[config.mk]
export PLATFORM = sky130hd
export DESIGN_NAME = dram_mem_arbiter_flat
export DESIGN_NICKNAME = d
export VERILOG_FILES = /design/src/rtl/dram_mem_arbiter_if.sv /design/src/rtl/dram_mem_arbiter.sv /design/src/flat_wrapper.sv
export SDC_FILE = /design/constraint.sdc
export NUM_CORES = 1
export LEC_CHECK = 0
export ABC_CLOCK_PERIOD_IN_PS = 4000
export BUFFER_PORTS_ARGS = -buffer_cell sky130_fd_sc_hd__buf_4
export CAP_MARGIN = 20
export CORE_AREA = 8 8 191 193
export CTS_CLUSTER_SIZE = 40
export DETAILED_ROUTE_END_ITERATION = 6
export DIE_AREA = 0 0 199 201
export GPL_ROUTABILITY_DRIVEN = 0
export HOLD_SLACK_MARGIN = 0.05
export SETUP_SLACK_MARGIN = 0.4
export SLEW_MARGIN = 0
export SYNTH_ARGS = -nofsm -noshare
export SYNTH_HDL_FRONTEND = slang
export SYNTH_SLANG_ARGS = --single-unit
[constraint.sdc]
create_clock -name clk_i -period 4 [get_ports clk_i]
set_input_delay 0.4 -clock clk_i [delete_from_list [all_inputs] [get_ports clk_i]]
set_output_delay 0.4 -clock clk_i [all_outputs]
set_load 0.02 [all_outputs]
[src/rtl/dram_mem_arbiter_if.sv]
// Bundle of upstream requester signals and the downstream memory port
// of the DRAM memory arbiter. The arbiter uses the slave view; whoever
// drives the requesters and models the memory uses the master view.
interface dram_mem_arbiter_if #(
    parameter int NumReq    = 2,
    parameter int AddrWidth = 48,
    parameter int DataWidth = 64
);
    logic [NumReq-1:0]                      req_i;
    logic [NumReq-1:0][AddrWidth-1:0]       addr_i;
    logic [NumReq-1:0]                      we_i;
    logic [NumReq-1:0][DataWidth-1:0]       wdata_i;
    logic [NumReq-1:0][DataWidth/8-1:0]     be_i;
    logic [NumReq-1:0]                      gnt_o;
    logic [NumReq-1:0]                      rvalid_o;
    logic [DataWidth-1:0]                   rdata_o;

    logic                                   mem_req_o;
    logic [AddrWidth-1:0]                   mem_addr_o;
    logic                                   mem_we_o;
    logic [DataWidth-1:0]                   mem_wdata_o;
    logic [DataWidth/8-1:0]                 mem_be_o;
    logic                                   mem_gnt_i;
    logic                                   mem_rvalid_i;
    logic [DataWidth-1:0]                   mem_rdata_i;

    modport slave (
        input  req_i, addr_i, we_i, wdata_i, be_i,
        input  mem_gnt_i, mem_rvalid_i, mem_rdata_i,
        output gnt_o, rvalid_o, rdata_o,
        output mem_req_o, mem_addr_o, mem_we_o, mem_wdata_o, mem_be_o
    );

    modport master (
        output req_i, addr_i, we_i, wdata_i, be_i,
        output mem_gnt_i, mem_rvalid_i, mem_rdata_i,
        input  gnt_o, rvalid_o, rdata_o,
        input  mem_req_o, mem_addr_o, mem_we_o, mem_wdata_o, mem_be_o
    );
endinterface

[src/rtl/dram_mem_arbiter.sv]
// Round-robin arbiter sharing one in-order memory port among NumReq
// requesters. A stalled request locks the selection until it transfers;
// a small ID FIFO routes each in-order response back to its requester.
module dram_mem_arbiter #(
    parameter int NumReq         = 2,
    parameter int AddrWidth      = 48,
    parameter int DataWidth      = 64,
    parameter int MaxOutstanding = 4
) (
    input  logic                 clk_i,
    input  logic                 rst_ni,
    dram_mem_arbiter_if.slave    bus,
    output logic                 busy_o,
    output logic                 err_o
);
    localparam int IdW  = $clog2(NumReq);
    localparam int PtrW = $clog2(MaxOutstanding);
    localparam int CntW = PtrW + 1;

    logic [IdW-1:0]  rr_ptr;
    logic [IdW-1:0]  lock_id;
    logic            lock;
    logic [IdW-1:0]  sel;
    logic            sel_valid;
    logic            lock_drop;
    logic            xfer;
    logic            pop;
    logic            full;
    logic            empty;
    logic [IdW-1:0]  id_fifo [MaxOutstanding];
    logic [PtrW-1:0] wptr;
    logic [PtrW-1:0] rptr;
    logic [CntW-1:0] cnt;
    logic [IdW-1:0]  head;

    assign full  = (cnt == CntW'(MaxOutstanding));
    assign empty = (cnt == '0);
    assign head  = id_fifo[rptr];

    // Select a requester: a live lock wins, else first request at or after rr_ptr
    always_comb begin
        logic [IdW:0] sum;
        sum       = '0;
        sel       = rr_ptr;
        sel_valid = 1'b0;
        lock_drop = lock && !bus.req_i[lock_id];
        if (lock && bus.req_i[lock_id]) begin
            sel       = lock_id;
            sel_valid = 1'b1;
        end else begin
            // Walk backwards so the closest candidate to rr_ptr is written last
            for (int i = NumReq - 1; i >= 0; i--) begin
                sum = {1'b0, rr_ptr} + (IdW + 1)'(i);
                if (sum >= (IdW + 1)'(NumReq)) begin
                    sum = sum - (IdW + 1)'(NumReq);
                end
                if (bus.req_i[sum[IdW-1:0]]) begin
                    sel       = sum[IdW-1:0];
                    sel_valid = 1'b1;
                end
            end
        end
    end

    // Full FIFO blocks requests on occupancy alone, so a same-cycle pop cannot reach mem_req_o
    assign bus.mem_req_o   = rst_ni && sel_valid && !full;
    assign bus.mem_addr_o  = bus.addr_i[sel];
    assign bus.mem_we_o    = bus.we_i[sel];
    assign bus.mem_wdata_o = bus.wdata_i[sel];
    assign bus.mem_be_o    = bus.be_i[sel];
    assign bus.rdata_o     = bus.mem_rdata_i;

    assign xfer   = bus.mem_req_o && bus.mem_gnt_i;
    assign pop    = bus.mem_rvalid_i && !empty;
    assign busy_o = !empty;

    // Grant the selected requester only in its transfer cycle
    always_comb begin
        bus.gnt_o = '0;
        if (xfer) begin
            bus.gnt_o[sel] = 1'b1;
        end
    end

    // Route a response to the requester at the FIFO head
    always_comb begin
        bus.rvalid_o = '0;
        if (pop) begin
            bus.rvalid_o[head] = 1'b1;
        end
    end

    // Round-robin pointer and stall lock
    always_ff @(posedge clk_i or negedge rst_ni) begin
        if (!rst_ni) begin
            rr_ptr  <= '0;
            lock    <= 1'b0;
            lock_id <= '0;
        end else begin
            if (xfer) begin
                rr_ptr <= (sel == IdW'(NumReq - 1)) ? '0 : sel + 1'b1;
            end
            if (bus.mem_req_o && !bus.mem_gnt_i) begin
                lock    <= 1'b1;
                lock_id <= sel;
            end else if (xfer || lock_drop) begin
                lock <= 1'b0;
            end
        end
    end

    // ID FIFO pointers and occupancy; pointers wrap naturally at the power-of-two depth
    always_ff @(posedge clk_i or negedge rst_ni) begin
        if (!rst_ni) begin
            wptr <= '0;
            rptr <= '0;
            cnt  <= '0;
        end else begin
            if (xfer) begin
                wptr <= wptr + 1'b1;
            end
            if (pop) begin
                rptr <= rptr + 1'b1;
            end
            case ({xfer, pop})
                2'b10:   cnt <= cnt + 1'b1;
                2'b01:   cnt <= cnt - 1'b1;
                default: cnt <= cnt;
            endcase
        end
    end

    // ID FIFO storage; entries are only meaningful below the occupancy count
    always_ff @(posedge clk_i) begin
        if (xfer) begin
            id_fifo[wptr] <= sel;
        end
    end

    // Sticky protocol error: dropped locked request or response with nothing outstanding
    always_ff @(posedge clk_i or negedge rst_ni) begin
        if (!rst_ni) begin
            err_o <= 1'b0;
        end else if (lock_drop || (bus.mem_rvalid_i && empty)) begin
            err_o <= 1'b1;
        end
    end
endmodule

[src/flat_wrapper.sv]
// flat-port wrapper written by rule: the top's interface ports become plain ports
module dram_mem_arbiter_flat 
#(
    parameter int NumReq         = 2,
    parameter int AddrWidth      = 48,
    parameter int DataWidth      = 64,
    parameter int MaxOutstanding = 4
)
  (clk_i, rst_ni, busy_o, err_o, bus_req_i, bus_addr_i, bus_we_i, bus_wdata_i, bus_be_i, bus_mem_gnt_i, bus_mem_rvalid_i, bus_mem_rdata_i, bus_gnt_o, bus_rvalid_o, bus_rdata_o, bus_mem_req_o, bus_mem_addr_o, bus_mem_we_o, bus_mem_wdata_o, bus_mem_be_o);
  dram_mem_arbiter_if #(.NumReq(NumReq), .AddrWidth(AddrWidth), .DataWidth(DataWidth)) bus_i ();
  input  logic clk_i;
  input  logic rst_ni;
  output logic busy_o;
  output logic err_o;
  input wire logic [$bits(bus_i.req_i)-1:0] bus_req_i;
  input wire logic [$bits(bus_i.addr_i)-1:0] bus_addr_i;
  input wire logic [$bits(bus_i.we_i)-1:0] bus_we_i;
  input wire logic [$bits(bus_i.wdata_i)-1:0] bus_wdata_i;
  input wire logic [$bits(bus_i.be_i)-1:0] bus_be_i;
  input wire logic [$bits(bus_i.mem_gnt_i)-1:0] bus_mem_gnt_i;
  input wire logic [$bits(bus_i.mem_rvalid_i)-1:0] bus_mem_rvalid_i;
  input wire logic [$bits(bus_i.mem_rdata_i)-1:0] bus_mem_rdata_i;
  output wire logic [$bits(bus_i.gnt_o)-1:0] bus_gnt_o;
  output wire logic [$bits(bus_i.rvalid_o)-1:0] bus_rvalid_o;
  output wire logic [$bits(bus_i.rdata_o)-1:0] bus_rdata_o;
  output wire logic [$bits(bus_i.mem_req_o)-1:0] bus_mem_req_o;
  output wire logic [$bits(bus_i.mem_addr_o)-1:0] bus_mem_addr_o;
  output wire logic [$bits(bus_i.mem_we_o)-1:0] bus_mem_we_o;
  output wire logic [$bits(bus_i.mem_wdata_o)-1:0] bus_mem_wdata_o;
  output wire logic [$bits(bus_i.mem_be_o)-1:0] bus_mem_be_o;
  assign bus_i.req_i = bus_req_i;
  assign bus_i.addr_i = bus_addr_i;
  assign bus_i.we_i = bus_we_i;
  assign bus_i.wdata_i = bus_wdata_i;
  assign bus_i.be_i = bus_be_i;
  assign bus_i.mem_gnt_i = bus_mem_gnt_i;
  assign bus_i.mem_rvalid_i = bus_mem_rvalid_i;
  assign bus_i.mem_rdata_i = bus_mem_rdata_i;
  assign bus_gnt_o = bus_i.gnt_o;
  assign bus_rvalid_o = bus_i.rvalid_o;
  assign bus_rdata_o = bus_i.rdata_o;
  assign bus_mem_req_o = bus_i.mem_req_o;
  assign bus_mem_addr_o = bus_i.mem_addr_o;
  assign bus_mem_we_o = bus_i.mem_we_o;
  assign bus_mem_wdata_o = bus_i.mem_wdata_o;
  assign bus_mem_be_o = bus_i.mem_be_o;
  dram_mem_arbiter #(.NumReq(NumReq), .AddrWidth(AddrWidth), .DataWidth(DataWidth), .MaxOutstanding(MaxOutstanding)) u_core (.clk_i(clk_i), .rst_ni(rst_ni), .bus(bus_i), .busy_o(busy_o), .err_o(err_o));
endmodule
==> impl_results.md, run 1 <==
- Status: finished, final reports clean
- Placed insts: 1011
- NumNets Final: 887
- Most frequent cell after synthesis: mux2_2
- Startpoint Class: register
- P_int: 1.27 mW
- Max layer used: met5
- Final TNS setup: 0 ns
- Comb pwr share: 80.0%
- Inserted Clock Buffers: 3
- WL per Instance: 15.6 um
- TritonCTS clock tree: done
- M1 WL: 6150 um
- Site Rows: 67
- Cell variety after synth: 27
- Fmax: 352 MHz
- CTS Buffer Depth: 2
- Post-DP HPWL: 14300 um
- DR pass1 iterations: 4
- Synthesized net count: 582
- Layout cells sized above 1: 79.6%
- Final core occ: 17.0%
- Post-synth EDFFs: 4
- DRC violations left: 0
- Synth-to-Final Area Change: 105%
- Fillers: 3729
- Clock sink total: 15
- Top area cells in the synthesized netlist: mux2_2 (28%), mux2_1 (24%), buf_4 (17%)
- Post-route minimum period: 2.84 ns
- Yosys warnings: 0
- Sw frac: 45.1%
- Reg power frac: 11.6%
- Sequential cell area fraction in the yosys report: 14.3%
- GR Util All Layers: 7.28%
- Worst hold path class: in -> reg
- H-Tree Depth: 1
- Met3 wire length: 2190 um
- PD cells: 409 nW/um2
- Pre-CTS WS: 1.45 ns
- Max cap viols: 0
- CP max FO: 124
- Grt ovf: 0
- Iter 0 DRT Violations: 139
- Core box area: 33300 um2
- Largest net degree at the start of global routing: 125
- Reg2reg setup slack: 1.73 ns
- Clock root buffer: clkbuf_16
- Final setup vio count: 0
- Max-slew violations: 0
- Final Hold Fails: 0
- Die Span Y: 201 um
- Synth Area per Inst: 10.5 um2
- Post-synth top flop: dfrtp_1
- Netlist Area Pre-Place: 2760 um2
- Share of the synthesized area in the top cell type: 27.7%
- DR WL met2: 7420 um
- Die ar.: 40000 um2
- Final worst setup slack: 1.16 ns
- Clock share of power: 8.4%
- Synth cell count leaders: mux2_2 (68), buf_4 (64), mux2_1 (58), dfrtp_1 (11), inv_1 (8)
- Port Buffers: 375
- Gate count of the mapped netlist: 264
- Register bit total from synthesis: 15
- DR vias/cell: 3.06
- DR vias: 3112
- Least-Margin Pin Slew: 0.898 ns
- Starting density of the core: 8.30%
- Setup Skew: 0.00931 ns
- CTS resizes: 0
- Async SR Flop Fraction: 73.3%
- Switching Power: 1.04 mW
- Post-route insts no fill: 1017
- DRT antenna net count: 0
- I/O pin cnt: 504
- Critical path required time: 3.60 ns
- Tcrit/Tclk final: 71.0%
- Largest area contributor in the netlist: mux2_2
- Critical path class: reg -> out
- Slew HR: 40.2%
- First-pass GRT wire length: 22700 um
- CTS clock-pin slew for the worst setup and hold paths: 0.05 ns
- Pleak: 2.69 nW
- Max rail drop VDD: 242 uV
- DIE WIDTH: 199 um
- Critical Path AT: 2.44 ns
- Vias in the first global route: 3700
- Unrepaired setup endpoints after global routing: no
- Clock latency on the worst-skew pair: 0.25 ns
- Initial antenna violation count: 2
- Final wirelength: 15800 um
- CP endpoint kind: primary output
[routing by layer]
layer | up-vias | GRT usage (%)
met5 | - | 0.893
met4 | 2 | 0.265
met3 | 6 | 4.49
met2 | 240 | 11.7
met1 | 1394 | 8.47
li1 | 1470 | -
[sequential cells by signal, indices dropped and copies added (netlist names)]
register,flops
u_core.lock_id,1
u_core.cnt,3
u_core.wptr,2
u_core.err_o,1
u_core.rptr,2
u_core.lock,1
u_core.id_fifo,4
u_core.rr_ptr,1
[cells in the final DEF (no fill, tap or decap), drive strengths merged]
| master | Yosys | final |
|---|---|---|
| buf | 77 | 376 |
| mux2 | 126 | 126 |
| dfrtp | 11 | 11 |
| inv | 9 | 9 |
| and2 | 7 | 7 |
| ha | 5 | 5 |
| edfxtp | 4 | 4 |
| nor2 | 3 | 3 |
| xnor2 | 3 | 3 |
| xor2 | 3 | 3 |
| clkbuf | 0 | 3 |
| nor3 | 2 | 2 |
| o21ai | 2 | 2 |
| nand2 | 2 | 2 |
| nor3b | 2 | 2 |
| diode | 0 | 1 |
| a2bb2oi | 1 | 1 |
| o31a | 1 | 1 |
| mux4 | 1 | 1 |
| nor2b | 1 | 1 |
| o21bai | 1 | 1 |
| mux2i | 1 | 1 |
| a21oi | 1 | 1 |
| fa | 1 | 1 |
| clkinv | 0 | 1 |
| dlygate4sd3 | 0 | 1 |
[final cells by class]
cell class	instances	area [um2]	share of cell area, %
repair buffers	377	2850	50.3
multi-input cells	163	1740	30.8
well taps	448	561	9.90
flip-flops and latches	15	395	6.98
clock buffers	3	75.1	1.33
inverters	9	33.8	0.597
clock inverters	1	5.00	0.0884
diodes	1	2.50	0.0442
[cells by family (layout without fill, tap and decap cells)]
kind of cell / after synthesis / in the layout / share of synthesized area (%)
mux: 128 / 128 / 52.6
simple gates: 17 / 17 / 3.58
other cells: 0 / 1 / 0
xor+xnor: 6 / 6 / 1.90
fa+ha+maj: 6 / 6 / 2.99
compound gates: 6 / 6 / 2.08
flops: 15 / 15 / 14.3
buf+inv: 86 / 390 / 22.6
[critical path, stage by stage (launching register included)]
cell,delay (ns)
dfrtp_1,0.36
mux2_2,0.37
a2bb2oi_4,0.17
buf_12,0.35
mux2_1,0.43
buf_4,0.18
[power groups by stage]
| stage | registers, mW | clock network (mW) | logic, mW |
|---|---|---|---|
| 2_1_floorplan | 0.258 | 0 | 1.21 |
| 3_3_place_gp | 0.271 | 0 | 1.85 |
| 3_5_place_dp | 0.271 | 0 | 1.86 |
| 4_1_cts | 0.269 | 0.201 | 1.87 |
| 5_1_grt | 0.279 | 0.206 | 1.97 |
| 6_report | 0.268 | 0.195 | 1.85 |
[through the flow]
stage          total power, mW  area, um2  hold WS [ns]
4_1_cts                   2.34       5660         0.433
5_1_grt                   2.46       5660         0.444
6_report                  2.31       5660         0.438
3_5_place_dp              2.13       5570         0.250
2_1_floorplan             1.47       2760         0.104
3_3_place_gp              2.12       5570         0.245
[what timing repair did]
item                                    4_1_cts  5_1_grt
setup buffers                                 0        0
endpoints found under the setup margin        0        0
hold buffers                                  1        0
hold endpoints to repair                     11        0
[final timing paths]
kind / startpoint / to / depth (start not counted)
min in group asynchronous: rst_ni / u_core.wptr[1] / 2
hold reg to reg: u_core.rptr[1] / u_core.rptr[1] / 1
setup reg to reg: u_core.cnt[0] / u_core.cnt[2] / 9
hold / removal: bus_mem_rvalid_i / u_core.err_o / 3
max in group asynchronous: rst_ni / u_core.cnt[1] / 2
setup / recovery: u_core.lock / bus_mem_addr_o[6] / 5
Power figures use the tool's default switching activity.
==> inputs of run 2 (changes only) <==
ABC_AREA = 1   (was unset)
ABC_CLOCK_PERIOD_IN_PS = 2600   (was 4000)
CORE_AREA = 8 8 189 191   (was 8 8 191 193)
DIE_AREA = 0 0 197 199   (was 0 0 199 201)
clock period = 2.6 ns   (was 4 ns; I/O delays follow)
==> run 2 against run 1 <==
Against the previous run: utilization rose by 2.1 points; flip-flop and latch count unchanged; setup slack got worse by 0.69 ns; clock power grew 54%; critical path depth grew 3; hold slack lost 0.12 ns; clock skew shrank 0.0073 ns; design area up 11%; critical endpoint is now bus_mem_wdata_o[20]; via count grew 55%; combinational power grew to 2.8 times the previous value; count of clock-buffer cells in the layout unchanged; register-to-register slack got worse by 1.2 ns.
==> impl_results.md, run 2 <==
- Final wirelength: 21200 um (+34%)
- Post-synth EDFFs: 4 (unchanged)
- I/O pin cnt: 504 (unchanged)
- Total power: 5.93 mW (+160%)
- Slew HR: 63.4% (+23 points)
- Final worst setup slack: 0.472 ns (-0.688 ns)
- Largest area contributor in the netlist: nand2_1
- Clock root buffer: clkbuf_16
- Inserted Clock Buffers: 3 (unchanged)
- Status: finished, final reports clean
- Pleak: 3.57 nW (+33%)
- Die ar.: 39200 um2 (-2.0%)
- Max cap viols: 0 (unchanged)
- Diodes inserted: 0 (-1)
- Sequential cell area fraction in the yosys report: 12.8% (-1.5 points)
- Port Buffers: 375 (unchanged)
- Multi-input logic area: 1990 um2 (+14%)
- Register bit total from synthesis: 15 (unchanged)
- Max-slew violations: 0 (unchanged)
- Grt ovf: 0 (unchanged)
- TritonCTS clock tree: done
- Cell variety after synth: 23 (-15%)
- CP max-delay cell: dfrtp_1
- Most frequent cell after synthesis: nand2_1
- Core box area: 32900 um2 (-1.3%)
- Synth Area per Inst: 5.35 um2 (-49%)
- Biggest register: u_core.id_fifo
- Post-route minimum period: 2.13 ns
- Yosys warnings: 0 (unchanged)
- Clock latency on the worst-skew pair: 0.24 ns (about the same)
- Setup Skew: 0.00206 ns (-0.00725 ns)
- Site Rows: 67 (unchanged)
- Final setup vio count: 0 (unchanged)
- CP endpoint kind: primary output
- CP top delay family: simple AND/OR/NAND/NOR gates
- Post-synth top flop: dfrtp_1
- Final Hold Fails: 0 (unchanged)
- NumNets Final: 1191 (+34%)
- First-pass GRT wire length: 29200 um (+29%)
- DR vias: 4817 (+55%)
- WL per Instance: 16.1 um (+3.2%)
- PD cells: 942 nW/um2 (+130%)
- Largest net degree at the start of global routing: 66 (-47%)
- Fmax: 470 MHz
- Layout cells sized above 1: 47.1% (-32 points)
- Die Span Y: 199 um (-1.0%)
- Worst path bufs/invs: 3 (+1)
- Most frequent cells in the layout: buf_4 (380), nand2_1 (267), nand3_1 (124)
- Share of the synthesized area in the top cell type: 33.0% (+5.3 points)
- Largest regs: u_core.id_fifo x4, u_core.cnt x3
- Synth cell count leaders: nand2_1 (271), nand3_1 (125), buf_4 (74), inv_1 (20), buf_2 (19)
- Critical path required time: 2.34 ns (-1.26 ns)
- Fillers: 3740 (+0.29%)
- DR pass1 iterations: 4 (unchanged)
- Pre-CTS WS: 0.431 ns (-1.02 ns)
- Netlist Area Pre-Place: 3080 um2 (+12%)
- Final TNS setup: 0 ns (unchanged)
- Clock sink total: 15 (unchanged)
- DR vias/cell: 3.65 (+19%)
- H-Tree Depth: 1 (unchanged)
- Reg area: 395 um2 (unchanged)
- CP max FO: 28 (-77%)
- Final core occ: 19.2% (+2.1 points)
- Critical-path cell list: nand2_2 > nand3_4 > nand2_8 > buf_12 > buf_16 > nand3_1 > nand2_1 > buf_4
- Synthesized net count: 894 (+54%)
- GR Util All Layers: 9.49% (+2.2 points)
- Vias in the first global route: 5086 (+37%)
- Synth-to-Final Area Change: 104%
- Starting density of the core: 9.38% (+1.1 points)
- Most common cell after layout, fill and taps aside: buf_4
- DIE WIDTH: 197 um (-1.0%)
- CTS Buffer Depth: 2 (unchanged)
- Async SR Flop Fraction: 73.3% (unchanged)
- Critical path class: reg -> out
- Iter 0 DRT Violations: 236 (+70%)
- Worst hold path class: in -> reg
- Startpoint Class: register
- CTS clock-pin slew for the worst setup and hold paths: 0.05 ns (about the same)
- Least-Margin Pin Slew: 0.547 ns (-0.351 ns)
- Unrepaired setup endpoints after global routing: no
- DRC violations left: 0 (unchanged)
- CP peak stage delay: 0.43 ns (about the same)
- Max reg flops: 4 (unchanged)
- Tcrit/Tclk final: 81.8%
- Post-DP HPWL: 15300 um (+7.1%)
- Initial antenna violation count: 0 (-2)
- DRT antenna net count: 0 (unchanged)
- Gate count of the mapped netlist: 576 (+120%)
- Critical Path AT: 1.87 ns (-0.57 ns)
- Max rail drop VDD: 329 uV (+36%)
- Top area cells in the synthesized netlist: nand2_1 (33%), nand3_1 (20%), buf_4 (18%)
## run 2: cell types whose count changed after synthesis, sizes merged, moves of 2 or more
cell / previous run / this run
inv: 9 / 22
nor2: 3 / 15
mux2: 126 / 0
a21oi: 1 / 3
clkbuf: 0 / 9
xnor2: 3 / 1
buf: 77 / 94
nand3: 0 / 126
nor3: 2 / 0
nand2: 2 / 273
o21ai: 2 / 6
nand4: 0 / 2
nor3b: 2 / 0
and2: 7 / 0
## run 2: stage by stage
stage          hold slack, ns  area (um2)  std cells
3_3_place_gp            0.107        5880       1302
4_1_cts                 0.300        6230       1318
3_5_place_dp            0.112        5880       1302
6_report                0.322        6290       1320
5_1_grt                 0.347        6290       1320
2_1_floorplan         -0.0356        3080        576
## run 2: layer usage
metal | vias to the layer above | wire [um] | global-route usage (%)
met4 | 0 | 778 | 3.96
met2 | 274 | 10500 | 16.6
li1 | 2352 | - | -
met5 | - | 0 | 0
met3 | 72 | 1940 | 2.39
met1 | 2119 | 8020 | 10.9
## run 2: timing repair
item                                    CTS  global route
hold endpoints to repair                 11             0
endpoints found under the setup margin  123            96
cloned                                    6             1
setup buffers                             5             1
pin swaps                                 2             0
resized for setup                        10            10
hold buffers                              1             0
## run 2: final timing paths
check	slack, ns	startpoint	cells past startpoint	to
worst max-delay path	0.47	u_core.lock_id	8	bus_mem_wdata_o[20]
worst min-delay path	0.32	bus_mem_gnt_i	4	u_core.lock_id
worst max register to register	0.58	u_core.cnt[0]	9	u_core.cnt[2]
worst min register to register	0.48	u_core.cnt[0]	1	u_core.cnt[0]
max in group asynchronous	1.70	rst_ni	2	u_core.wptr[1]
min in group asynchronous	0.54	rst_ni	2	u_core.err_o
## run 2: layout make-up
cell class / instances / share of cell area (%)
sequential: 15 / 6.28
tap: 448 / 8.90
clock buffer: 3 / 1.19
clock inverter: 1 / 0.0795
multi-input combinational: 437 / 31.6
inverter: 22 / 1.31
timing repair buffer: 394 / 50.6
## run 2: cell families (layout without fill, tap and decap cells)
group	Yosys count	count (layout)	synth area share (%)
DFF	15	15	12.8
adders and majority gates	6	6	2.68
buffers and inverters	125	420	25.3
and+or+nand+nor	418	419	56.9
xor gates and xnor gates	3	3	0.853
AOI/OAI and AO/OA	9	9	1.46
## run 2: power by group
group	leakage (nW)	internal (mW)	switching, mW	total (mW)
registers	0.166	0.334	0.0691	0.403
logic	3.36	2.14	3.09	5.22
clock network	0.0409	0.205	0.0942	0.300
## run 2: worst min-delay path: cells and delay by family
kind,cells,cell delay (ns)
buffers and inverters,1,0.11
and+or+nand+nor,3,0.15
